$ cat src/rtl/fp_add_normalize_round_if.sv
// Handshake bundle between the FP adder align/add stage, the normalize/round stage and the result consumer.
// master = producer/consumer side, slave = fp_add_normalize_round.
interface fp_add_normalize_round_if;
  logic        in_valid;
  logic        in_ready;
  logic        in_sign;
  logic [7:0]  in_exp;
  logic [27:0] in_mant;
  logic        out_valid;
  logic        out_ready;
  logic [31:0] out_result;
  logic        out_overflow;
  logic        out_inexact;

  modport master (
    output in_valid, in_sign, in_exp, in_mant, out_ready,
    input  in_ready, out_valid, out_result, out_overflow, out_inexact
  );

  modport slave (
    input  in_valid, in_sign, in_exp, in_mant, out_ready,
    output in_ready, out_valid, out_result, out_overflow, out_inexact
  );
endinterface

$ cat src/rtl/fp_add_normalize_round.sv
// Post-add normalize and round-to-nearest-even stage of the single-precision adder.
// Define FP_NORM_LZC_EN for a single-cycle LZC/barrel-shift normalize; otherwise the left shift is bit-serial.
module fp_add_normalize_round (
  input  logic                     clk,
  input  logic                     reset,
  fp_add_normalize_round_if.slave  bus
);

  typedef enum logic [2:0] {
    IDLE  = 3'd0,
    CHECK = 3'd1,
    SHIFT = 3'd2,
    ROUND = 3'd3,
    DONE  = 3'd4
  } state_t;

  state_t      state_r;
  logic        sign_r;
  logic [8:0]  exp_r;
  logic [27:0] mant_r;
  logic        special_r;
  logic        in_ready_r;
  logic        out_valid_r;
  logic [31:0] out_result_r;
  logic        out_overflow_r;
  logic        out_inexact_r;

  logic        inc_s;
  logic [24:0] sum25_s;
  logic [8:0]  rexp_s;
  logic [7:0]  rfield_s;
  logic        rovf_s;

  logic [27:0] shl_mant_s;
  logic [8:0]  shl_exp_s;
  logic        shift_done_s;

  // Round-to-nearest-even on the normalized mantissa; a clear hidden bit here means denormal
  always_comb begin
    inc_s   = mant_r[2] & (mant_r[3] | mant_r[1] | mant_r[0]);
    sum25_s = {1'b0, mant_r[26:3]} + {24'd0, inc_s};
    if (sum25_s[24]) begin
      rexp_s = exp_r + 9'd1;
    end else begin
      rexp_s = exp_r;
    end
    if (!mant_r[26]) begin
      rfield_s = sum25_s[23] ? 8'd1 : 8'd0;
    end else begin
      rfield_s = rexp_s[7:0];
    end
    rovf_s = (rexp_s >= 9'd255);
  end

`ifdef FP_NORM_LZC_EN
  logic [4:0] lzc_s;
  logic [8:0] limit_s;
  logic [8:0] shamt_s;

  function automatic logic [4:0] lzc27(input logic [26:0] v);
    logic [4:0] n;
    n = 5'd27;
    for (int i = 0; i < 27; i++) begin
      if (v[i]) begin
        n = 5'(26 - i);
      end else begin
        n = n;
      end
    end
    return n;
  endfunction

  // Whole normalize in one step, clamped so the exponent never drops below 1
  always_comb begin
    lzc_s   = lzc27(mant_r[26:0]);
    limit_s = exp_r - 9'd1;
    if ({4'd0, lzc_s} > limit_s) begin
      shamt_s = limit_s;
    end else begin
      shamt_s = {4'd0, lzc_s};
    end
    shl_mant_s   = mant_r << shamt_s;
    shl_exp_s    = exp_r - shamt_s;
    shift_done_s = 1'b1;
  end
`else
  // One-bit shift with look-ahead exit, so k shifts cost exactly k cycles
  always_comb begin
    shl_mant_s   = {mant_r[26:0], 1'b0};
    shl_exp_s    = exp_r - 9'd1;
    shift_done_s = shl_mant_s[26] | (shl_exp_s == 9'd1);
  end
`endif

  // Control FSM with registered handshake and result outputs
  always_ff @(posedge clk) begin
    if (reset) begin
      state_r        <= IDLE;
      sign_r         <= 1'b0;
      exp_r          <= 9'd0;
      mant_r         <= 28'd0;
      special_r      <= 1'b0;
      in_ready_r     <= 1'b1;
      out_valid_r    <= 1'b0;
      out_result_r   <= 32'h0;
      out_overflow_r <= 1'b0;
      out_inexact_r  <= 1'b0;
    end else begin
      case (state_r)
        IDLE: begin
          if (bus.in_valid) begin
            sign_r     <= bus.in_sign;
            exp_r      <= (bus.in_exp == 8'd0) ? 9'd1 : {1'b0, bus.in_exp};
            mant_r     <= bus.in_mant;
            special_r  <= 1'b0;
            in_ready_r <= 1'b0;
            state_r    <= CHECK;
          end else begin
            state_r <= IDLE;
          end
        end
        CHECK: begin
          if ((exp_r == 9'd255) || (mant_r == 28'd0)) begin
            special_r <= 1'b1;
            state_r   <= ROUND;
          end else if (mant_r[27]) begin
            // Keep the dropped bit alive in sticky
            mant_r  <= {1'b0, mant_r[27:2], mant_r[1] | mant_r[0]};
            exp_r   <= exp_r + 9'd1;
            state_r <= ROUND;
          end else if (mant_r[26] || (exp_r == 9'd1)) begin
            state_r <= ROUND;
          end else begin
            state_r <= SHIFT;
          end
        end
        SHIFT: begin
          mant_r <= shl_mant_s;
          exp_r  <= shl_exp_s;
          if (shift_done_s) begin
            state_r <= ROUND;
          end else begin
            state_r <= SHIFT;
          end
        end
        ROUND: begin
          if (special_r) begin
            if (exp_r == 9'd255) begin
              out_result_r <= {sign_r, 8'hFF, mant_r[25:3]};
            end else begin
              out_result_r <= {sign_r, 31'd0};
            end
            out_overflow_r <= 1'b0;
            out_inexact_r  <= 1'b0;
          end else if (rovf_s) begin
            out_result_r   <= {sign_r, 8'hFF, 23'd0};
            out_overflow_r <= 1'b1;
            out_inexact_r  <= |mant_r[2:0];
          end else begin
            out_result_r   <= {sign_r, rfield_s, sum25_s[22:0]};
            out_overflow_r <= 1'b0;
            out_inexact_r  <= |mant_r[2:0];
          end
          out_valid_r <= 1'b1;
          state_r     <= DONE;
        end
        DONE: begin
          if (bus.out_ready) begin
            out_valid_r <= 1'b0;
            in_ready_r  <= 1'b1;
            state_r     <= IDLE;
          end else begin
            state_r <= DONE;
          end
        end
        default: begin
          out_valid_r <= 1'b0;
          in_ready_r  <= 1'b1;
          state_r     <= IDLE;
        end
      endcase
    end
  end

  assign bus.in_ready     = in_ready_r;
  assign bus.out_valid    = out_valid_r;
  assign bus.out_result   = out_result_r;
  assign bus.out_overflow = out_overflow_r;
  assign bus.out_inexact  = out_inexact_r;

endmodule

$ cat src/flat_wrapper.sv
// flat-port wrapper written by rule: the top's interface ports become plain ports
module fp_add_normalize_round_flat 
  (clk, reset, bus_in_valid, bus_in_sign, bus_in_exp, bus_in_mant, bus_out_ready, bus_in_ready, bus_out_valid, bus_out_result, bus_out_overflow, bus_out_inexact);
  fp_add_normalize_round_if bus_i ();
  input  logic clk;
  input  logic reset;
  input wire logic [$bits(bus_i.in_valid)-1:0] bus_in_valid;
  input wire logic [$bits(bus_i.in_sign)-1:0] bus_in_sign;
  input wire logic [$bits(bus_i.in_exp)-1:0] bus_in_exp;
  input wire logic [$bits(bus_i.in_mant)-1:0] bus_in_mant;
  input wire logic [$bits(bus_i.out_ready)-1:0] bus_out_ready;
  output wire logic [$bits(bus_i.in_ready)-1:0] bus_in_ready;
  output wire logic [$bits(bus_i.out_valid)-1:0] bus_out_valid;
  output wire logic [$bits(bus_i.out_result)-1:0] bus_out_result;
  output wire logic [$bits(bus_i.out_overflow)-1:0] bus_out_overflow;
  output wire logic [$bits(bus_i.out_inexact)-1:0] bus_out_inexact;
  assign bus_i.in_valid = bus_in_valid;
  assign bus_i.in_sign = bus_in_sign;
  assign bus_i.in_exp = bus_in_exp;
  assign bus_i.in_mant = bus_in_mant;
  assign bus_i.out_ready = bus_out_ready;
  assign bus_in_ready = bus_i.in_ready;
  assign bus_out_valid = bus_i.out_valid;
  assign bus_out_result = bus_i.out_result;
  assign bus_out_overflow = bus_i.out_overflow;
  assign bus_out_inexact = bus_i.out_inexact;
  fp_add_normalize_round u_core (.clk(clk), .reset(reset), .bus(bus_i));
endmodule
$ cat config.mk
export PLATFORM = sky130hd
export DESIGN_NAME = fp_add_normalize_round_flat
export DESIGN_NICKNAME = d
export VERILOG_FILES = /design/src/rtl/fp_add_normalize_round_if.sv /design/src/rtl/fp_add_normalize_round.sv /design/src/flat_wrapper.sv
export SDC_FILE = /design/constraint.sdc
export NUM_CORES = 1
export LEC_CHECK = 0
export BUFFER_PORTS_ARGS = -buffer_cell sky130_fd_sc_hd__buf_4
export CORE_ASPECT_RATIO = 0.75
export CORE_MARGIN = 3
export CORE_UTILIZATION = 40
export CTS_BUF_LIST = sky130_fd_sc_hd__clkbuf_16
export CTS_CLUSTER_DIAMETER = 120
export CTS_CLUSTER_SIZE = 10
export DETAILED_ROUTE_END_ITERATION = 7
export PLACE_DENSITY_LB_ADDON = 0.2
export SYNTH_ARGS = -nofsm -noshare
export SYNTH_HDL_FRONTEND = slang
export SYNTH_SLANG_ARGS = --single-unit
$ cat constraint.sdc
create_clock -name clk -period 4.88 [get_ports clk]
set_clock_uncertainty 0.15 [all_clocks]
set_input_delay 0.976 -clock clk [delete_from_list [all_inputs] [get_ports clk]]
set_output_delay 0.976 -clock clk [all_outputs]
set_load 0.01 [all_outputs]
**After elaboration in Yosys (flattened, before gate mapping)**

Index checks and enable logic that the tools add are counted.

- Add/subtract/negate cells: 3
- Multipliers: 0
- Div/mod/pow operators: 0
- Order comparisons: 1
- Equality and inequality tests: 12
- Shift operators: 0
- Multiplexer cells: 32
- Bitwise operators: 7
- Reduce and logical (&&, ||, !) cells: 16

Operators with widths:

| kind | count |
|---|---|
| 31-bit two-way mux | 3 |
| 28-bit one-hot mux with 3 select lines | 1 |
| 28-bit two-way mux | 2 |
| 9-bit two-way mux | 4 |
| 28-bit logical NOT | 1 |
| 27-bit two-way mux | 1 |
| 9-bit one-hot mux with 3 select lines | 1 |
| 24-bit by 1-bit adder with 25-bit output | 1 |
| 9-bit by 1-bit == test with 1-bit output (second input constant) | 2 |
| 8-bit two-way mux | 2 |
| 3-bit one-hot mux with 5 select lines | 1 |
| 1-bit two-way mux | 11 |
| 9-bit by 1-bit adder with 9-bit output (second input constant) | 1 |
| 9-bit by 8-bit == test with 1-bit output (second input constant) | 1 |
| 9-bit by 8-bit greater-or-equal comparator with 1-bit output (second input constant) | 1 |
| 3-bit two-way mux | 3 |
| 3-bit AND reduction | 3 |
| 3-bit OR reduction | 3 |
| 9-bit by 1-bit subtractor with 9-bit output (second input constant) | 1 |
| 8-bit logical NOT | 1 |
| 3-bit by 2-bit == test with 1-bit output (second input constant) | 2 |
| 2-bit inequality test (second input constant) | 3 |
| 1-bit one-hot mux with 3 select lines | 2 |
| 2-bit by 1-bit inequality test with 1-bit output (second input constant) | 2 |
| 12 further kinds | 18 |

- Register bits: 78
- Latch bits: 0
- Bits in writable memories: 0
- ROM bits: 0
- Input bits: 41
- Output and inout port bits: 36
- Word-level logic and storage cells: 82
- Memories: 0

**Logic depth before layout (Yosys ltp)**

- Depth after elaboration: 8
- Gate-level depth with buffers: 12
- Depth with buffers taken out: 11

**Least setup slack after synthesis**

Ideal clock, no wire load.

- Kind: flip-flop to flip-flop
- From: reg u_core.mant_r[3]
- To: reg u_core.out_result_r[30], in the netlist u_core.bus.out_result[30]
- Library setup time: 0.132 ns
- Arrival: 2.496 ns
- Required time: 4.598 ns
- Setup slack: 2.102 ns
- Stages on the path, launching flop included: 12
- Buffers on the path: 2
- Clock period less this slack: 2.778 ns
- Cell sequence: dfxtp_1 clkbuf_1 and2_1 ha_1 nand4_1 nor3_4 and2_4 buf_12 o21ai_4 a311oi_4 a2111o_1 o21ai_1

- Cells in the longest elaborated chain, start to end: 8
- Elaborated cells between the ends (all ways): 9
- Those cells by class: add/sub (1); order compare (1); mux (4); bitwise (3)

RTL lines:

| item | line | RTL |
|---|---|---|
| from (decl) | fp_add_normalize_round.sv:20 | `logic [27:0] mant_r;` |
| from (signal assigned) | fp_add_normalize_round.sv:114 | `mant_r <= bus.in_mant;` |
| from (signal assigned) | fp_add_normalize_round.sv:128 | `mant_r <= {1'b0, mant_r[27:2], mant_r[1] \| mant_r[0]};` |
| from (signal assigned) | fp_add_normalize_round.sv:138 | `mant_r <= shl_mant_s;` |
| 1-bit OR (2 in a row) | fp_add_normalize_round.sv:40 | `inc_s = mant_r[2] & (mant_r[3] \| mant_r[1] \| mant_r[0]);` |
| 1-bit bitwise AND | fp_add_normalize_round.sv:40 |  |
| 24-bit by 1-bit adder with 25-bit output * | fp_add_normalize_round.sv:41 | `sum25_s = {1'b0, mant_r[26:3]} + {24'd0, inc_s};` |
| 9-bit two-way mux * | fp_add_normalize_round.sv:42 | `if (sum25_s[24]) begin` |
| 9-bit by 8-bit greater-or-equal comparator with 1-bit output / 8-bit two-way mux (equally long branches) | fp_add_normalize_round.sv:52, fp_add_normalize_round.sv:47 |  |
| 31-bit two-way mux * | fp_add_normalize_round.sv:155 | `end else if (rovf_s) begin` |
| 31-bit two-way mux * | fp_add_normalize_round.sv:147 | `if (special_r) begin` |
| to (signal assigned) | fp_add_normalize_round.sv:149 | `out_result_r <= {sign_r, 8'hFF, mant_r[25:3]};` |
| to (signal assigned) | fp_add_normalize_round.sv:151 | `out_result_r <= {sign_r, 31'd0};` |
| to (signal assigned) | fp_add_normalize_round.sv:156 | `out_result_r <= {sign_r, 8'hFF, 23'd0};` |
| to (decl) | fp_add_normalize_round.sv:24 | `logic [31:0] out_result_r;` |

Mark *: on every way between the ends. The rest lies on a longest branch, timed or not.
A chain may end at the register's enable or synchronous reset.

**Worst setup path after layout**

- From: reg u_core.exp_r[0]
- To: reg u_core.mant_r[19]

- Cells in the longest elaborated chain, start to end: 4

RTL lines:

| item | line | RTL |
|---|---|---|
| from (decl) | fp_add_normalize_round.sv:19 | `logic [8:0] exp_r;` |
| from (signal assigned) | fp_add_normalize_round.sv:113 | `exp_r <= (bus.in_exp == 8'd0) ? 9'd1 : {1'b0, bus.in_exp};` |
| from (signal assigned) | fp_add_normalize_round.sv:129 | `exp_r <= exp_r + 9'd1;` |
| from (signal assigned) | fp_add_normalize_round.sv:139 | `exp_r <= shl_exp_s;` |
| 9-bit by 8-bit == test with 1-bit output | fp_add_normalize_round.sv:123 | `if ((exp_r == 9'd255) \|\| (mant_r == 28'd0)) begin` |
| 1-bit logical OR | fp_add_normalize_round.sv:123 |  |
| 2-bit inequality test (no source line) | -- |  |
| 4-bit AND reduction (no source line) | -- |  |

No other way between the ends.

==> impl_metrics.ini <==
[finish]
post-route-cell-area_sq_mm = 0.00603
n_antenna_cell = 0
layout-drive-gt1-share_pct = 16.9
register_area_sq_mm = 0.00156
net_count_final = 778
nFillCells = 1248
multi_input_area_sq_mm = 0.00324
final_core_utilization_pct = 48.0
synthToLayoutAreaGrowth_pct = 15.0

[floorplanning]
die_x_um = 138
num_io_pins = 77
floorplan.initialDensity_pct = 41.8
fp.dieH_um = 105
fp.coreArea_sq_mm = 0.0126
die_area_sq_mm = 0.0145
core.rowCount = 35

[synthesis]
post_synth_instance_area_sq_mm = 0.00525
ys_dominant_reg_cell = dfxtp_1
synth_xor_xnor_area_share_pct = 4.17
synth.lib_cells_used.distinct = 72
ys_ff_latch = 78
adder_and_majority_gate_portion_of_the_synthesized_area_pct = 1.43
synth_compound_area_share_pct = 29.4
postSynthAreaPerCell_sq_um = 7.37
asyncSetResetFlopFracSynth_pct = 0
sequential_cell_area_fraction_in_the_yosys_report_pct = 29.8
yosys.area_share.simple_pct = 26.5
syn-instance-count = 712
synth_enable_flop_cells = 0
synthesized_netlist_net_count = 759
synth-warning-count = 0
largest_family_of_logic_cells_by_synthesized_area = compound AO/OA/AOI/OAI gates
synth.mux.area_fraction_pct = 0.381

[global_route]
number_of_global_route_vias_before_repair = 5099
wire_length_of_the_first_global_routing_pass_um = 28200
initial_antenna_violation_count = 0
maximum_number_of_pins_on_one_net_before_global_route_repair = 83
gr-total-overflow = 0
total_global_route_track_usage_pct = 23.4

[run]
cap_violations = 0

[sta]
count_of_final_max_slew_check_failures = 0
setup_viol = 0
grt_setup_unrepaired = no
setup-tns-final_ns = 0
worst_pin_slew_ns = 0.955
holdWs_ns = 0.305
final_hold_violating_endpoints = 0
fin_crit_ns = 3.79
timing.max_slew.rel_slack_pct = 36.2
clock.fmax_mhz = 264
post-route-period-util_pct = 77.7

[cts]
cts_resized = 0
cts.repair_timing.setup_buffer_count = 0
clock_insertion_delay_worst_skew_ns = 0.34
htree_levels = 3
cts-root-buf = clkbuf_16
max-clock-path-buffers = 2
cts-buffers-inserted = 9
cts_tree = done
cts.sinks = 78
path_clk_slew_ns = 0.06
postCtsHoldBufs = 0

[worst_setup_path]
cp.buffers_inverters = 3
cp_max_fo = 27
timing.critical_path.to_type = flop
critical-path-max-stage-delay_ns = 0.52
critPathKind = reg -> reg
worst-endpoint-arrival_ns = 3.90
worst_path_max_delay_cell = dfxtp_1
timing.critical_path.required_ns = 4.99
crit_path_start_kind = flop
cp_common_cell = nand2_1
timing.critical_path.max_delay_family = simple AND/OR/NAND/NOR gates
path_cells = ha_1 -> nand3_1 -> nor2_1 -> and3_1 -> ha_1 -> inv_1 -> o2111ai_1 -> nand2_1 -> buf_4 -> nand2_1 -> buf_4 -> nand2_1 -> a21oi_1

[drt]
remaining_drc_errors = 0
wl_per_cell_um = 19.3
firstDrtPassIters = 5
route.final.wire_length_um = 17400
antenna_violating_nets_post_route = 0
vias = 5592
vias_cell = 6.21
drt-initial-drc-count = 617

[placement]
port_buffer_count = 76
dp_hpwl_um = 12000
globalplace.congestion = 0.919
placed_cell_area_sq_mm = 0.00573

[pwr]
power.ir.vdd_worst_mv = 0.192
leakage_nw = 2.20
power_per_cell_area_mw_per_mm2 = 364

[min_path]
holdCritPathClass = reg -> reg

[status]
run_status = completed
metal layers:
layer  global-route usage (%)  wire (um)  vias to the layer above
met2                     33.2       7220                      300
met4                     4.51        129                        0
met1                     36.0       8290                     2624
li1                         -          -                     2652
met5                        0          0                        -
met3                     5.17       1740                       16
kinds of logic (layout without fill, tap and decap cells):
group | after synthesis | count (layout)
AND/OR/NAND/NOR | 282 | 282
multiplexers | 2 | 2
buffers and inverters | 96 | 118
AO/OA/AOI/OAI | 223 | 223
flip-flops | 78 | 78
adder cells (fa/ha/maj) | 6 | 6
XOR/XNOR | 25 | 25
final cells by class:
class                   instances  share of cell area, %
well taps                     166                   3.44
repair buffers                 88                   10.9
inverters                      16                  0.995
clock buffers                   9                   3.73
flip-flops and latches         78                   25.9
clock inverters                 5                   1.26
multi-input cells             538                   53.7
report_power, final:
group	switching [W]	total (W)	internal [W]
registers	0.000168	0.000869	0.000701
clock network	0.000266	0.000706	0.000440
logic	0.000370	0.000623	0.000253
total	0.000804	0.00220	0.00139
worst paths after layout:
check | start | end | slack (ns) | depth (start not counted)
hold / removal | u_core.sign_r | u_core.bus.out_result[31] | 0.30 | 2
setup reg to reg | u_core.exp_r[0] | u_core.mant_r[19] | 1.09 | 13
hold reg to reg | u_core.sign_r | u_core.bus.out_result[31] | 0.30 | 2
setup / recovery | u_core.exp_r[0] | u_core.mant_r[19] | 1.09 | 13
worst register-to-register path, stage by stage (launching register included):
cell and delay, ns:
dfxtp_1 0.52, ha_1 0.41, nand3_1 0.17, nor2_1 0.37, and3_1 0.24, ha_1 0.28
inv_1 0.17, o2111ai_1 0.15, nand2_1 0.09, buf_4 0.24, nand2_1 0.32, buf_4 0.35
nand2_1 0.09, a21oi_1 0.17
cells in the mapped netlist, types with 2 or more instances:
master / number / share of area (%)
a211oi_2: 2 / 0.48
nor4_1: 10 / 1.2
and3_1: 12 / 1.4
or3_1: 2 / 0.24
buf_4: 5 / 0.72
ha_1: 6 / 1.4
o22ai_1: 26 / 3.1
dfxtp_1: 78 / 30
a211oi_1: 2 / 0.29
or4_1: 2 / 0.29
xnor2_1: 18 / 3.0
mux2i_1: 2 / 0.38
nand2_1: 91 / 6.5
a32oi_1: 3 / 0.50
a222oi_1: 2 / 0.38
o211ai_1: 8 / 1.1
buf_2: 14 / 1.3
a311oi_2: 2 / 0.57
o21bai_1: 2 / 0.29
inv_1: 15 / 1.1
o21ai_1: 5 / 0.48
o2111ai_1: 2 / 0.33
buf_1: 2 / 0.14
o21ai_0: 46 / 4.4
nor2b_1: 3 / 0.36
nand3_1: 59 / 5.6
buf_6: 4 / 0.86
xor2_1: 7 / 1.2
nand2b_1: 3 / 0.36
a31oi_1: 18 / 2.1
a21oi_1: 46 / 4.4
nand4_1: 9 / 1.1
nor3_1: 14 / 1.3
nor2_1: 55 / 3.9
o221ai_1: 29 / 4.8
and2_1: 7 / 0.83
a22oi_1: 13 / 1.9
clkbuf_1: 54 / 3.9
metrics by stage:
| stage | instances | power (W) | setup WS, ns |
|---|---|---|---|
| 2_1_floorplan | 712 | 0.00130 | 2.10 |
| 3_3_place_gp | 886 | 0.00147 | 1.22 |
| 3_5_place_dp | 886 | 0.00148 | 1.24 |
| 4_1_cts | 900 | 0.00219 | 1.20 |
| 5_1_grt | 900 | 0.00230 | 0.821 |
| 6_report | 900 | 0.00220 | 1.09 |
registers in the layout, summed over array words and instances (netlist names):
signal,flops
u_core.special_r,1
u_core.bus.out_inexact,1
u_core.state_r,3
u_core.bus.out_overflow,1
u_core.mant_r,28
u_core.bus.out_result,32
u_core.bus.in_ready,1
u_core.bus.out_valid,1
u_core.exp_r,9
u_core.sign_r,1
placed cells by master, fill, tap and decap left out, types with 3 or more instances in the layout:
cell | netlist | routed
a21oi_1 | 46 | 46
a22oi_1 | 13 | 13
a31oi_1 | 18 | 18
a32oi_1 | 3 | 3
and2_1 | 7 | 7
and3_1 | 12 | 12
buf_4 | 5 | 88
clkbuf_16 | 0 | 9
dfxtp_1 | 78 | 78
ha_1 | 6 | 6
inv_1 | 15 | 15
nand2_1 | 91 | 91
nand2b_1 | 3 | 3
nand3_1 | 59 | 59
nand4_1 | 9 | 9
nor2_1 | 55 | 55
nor2b_1 | 3 | 3
nor3_1 | 14 | 14
nor4_1 | 10 | 10
o211ai_1 | 8 | 8
o21ai_0 | 46 | 46
o21ai_1 | 5 | 5
o221ai_1 | 29 | 29
o22ai_1 | 26 | 26
xnor2_1 | 18 | 18
xor2_1 | 7 | 7
Power figures use the tool's default switching activity.
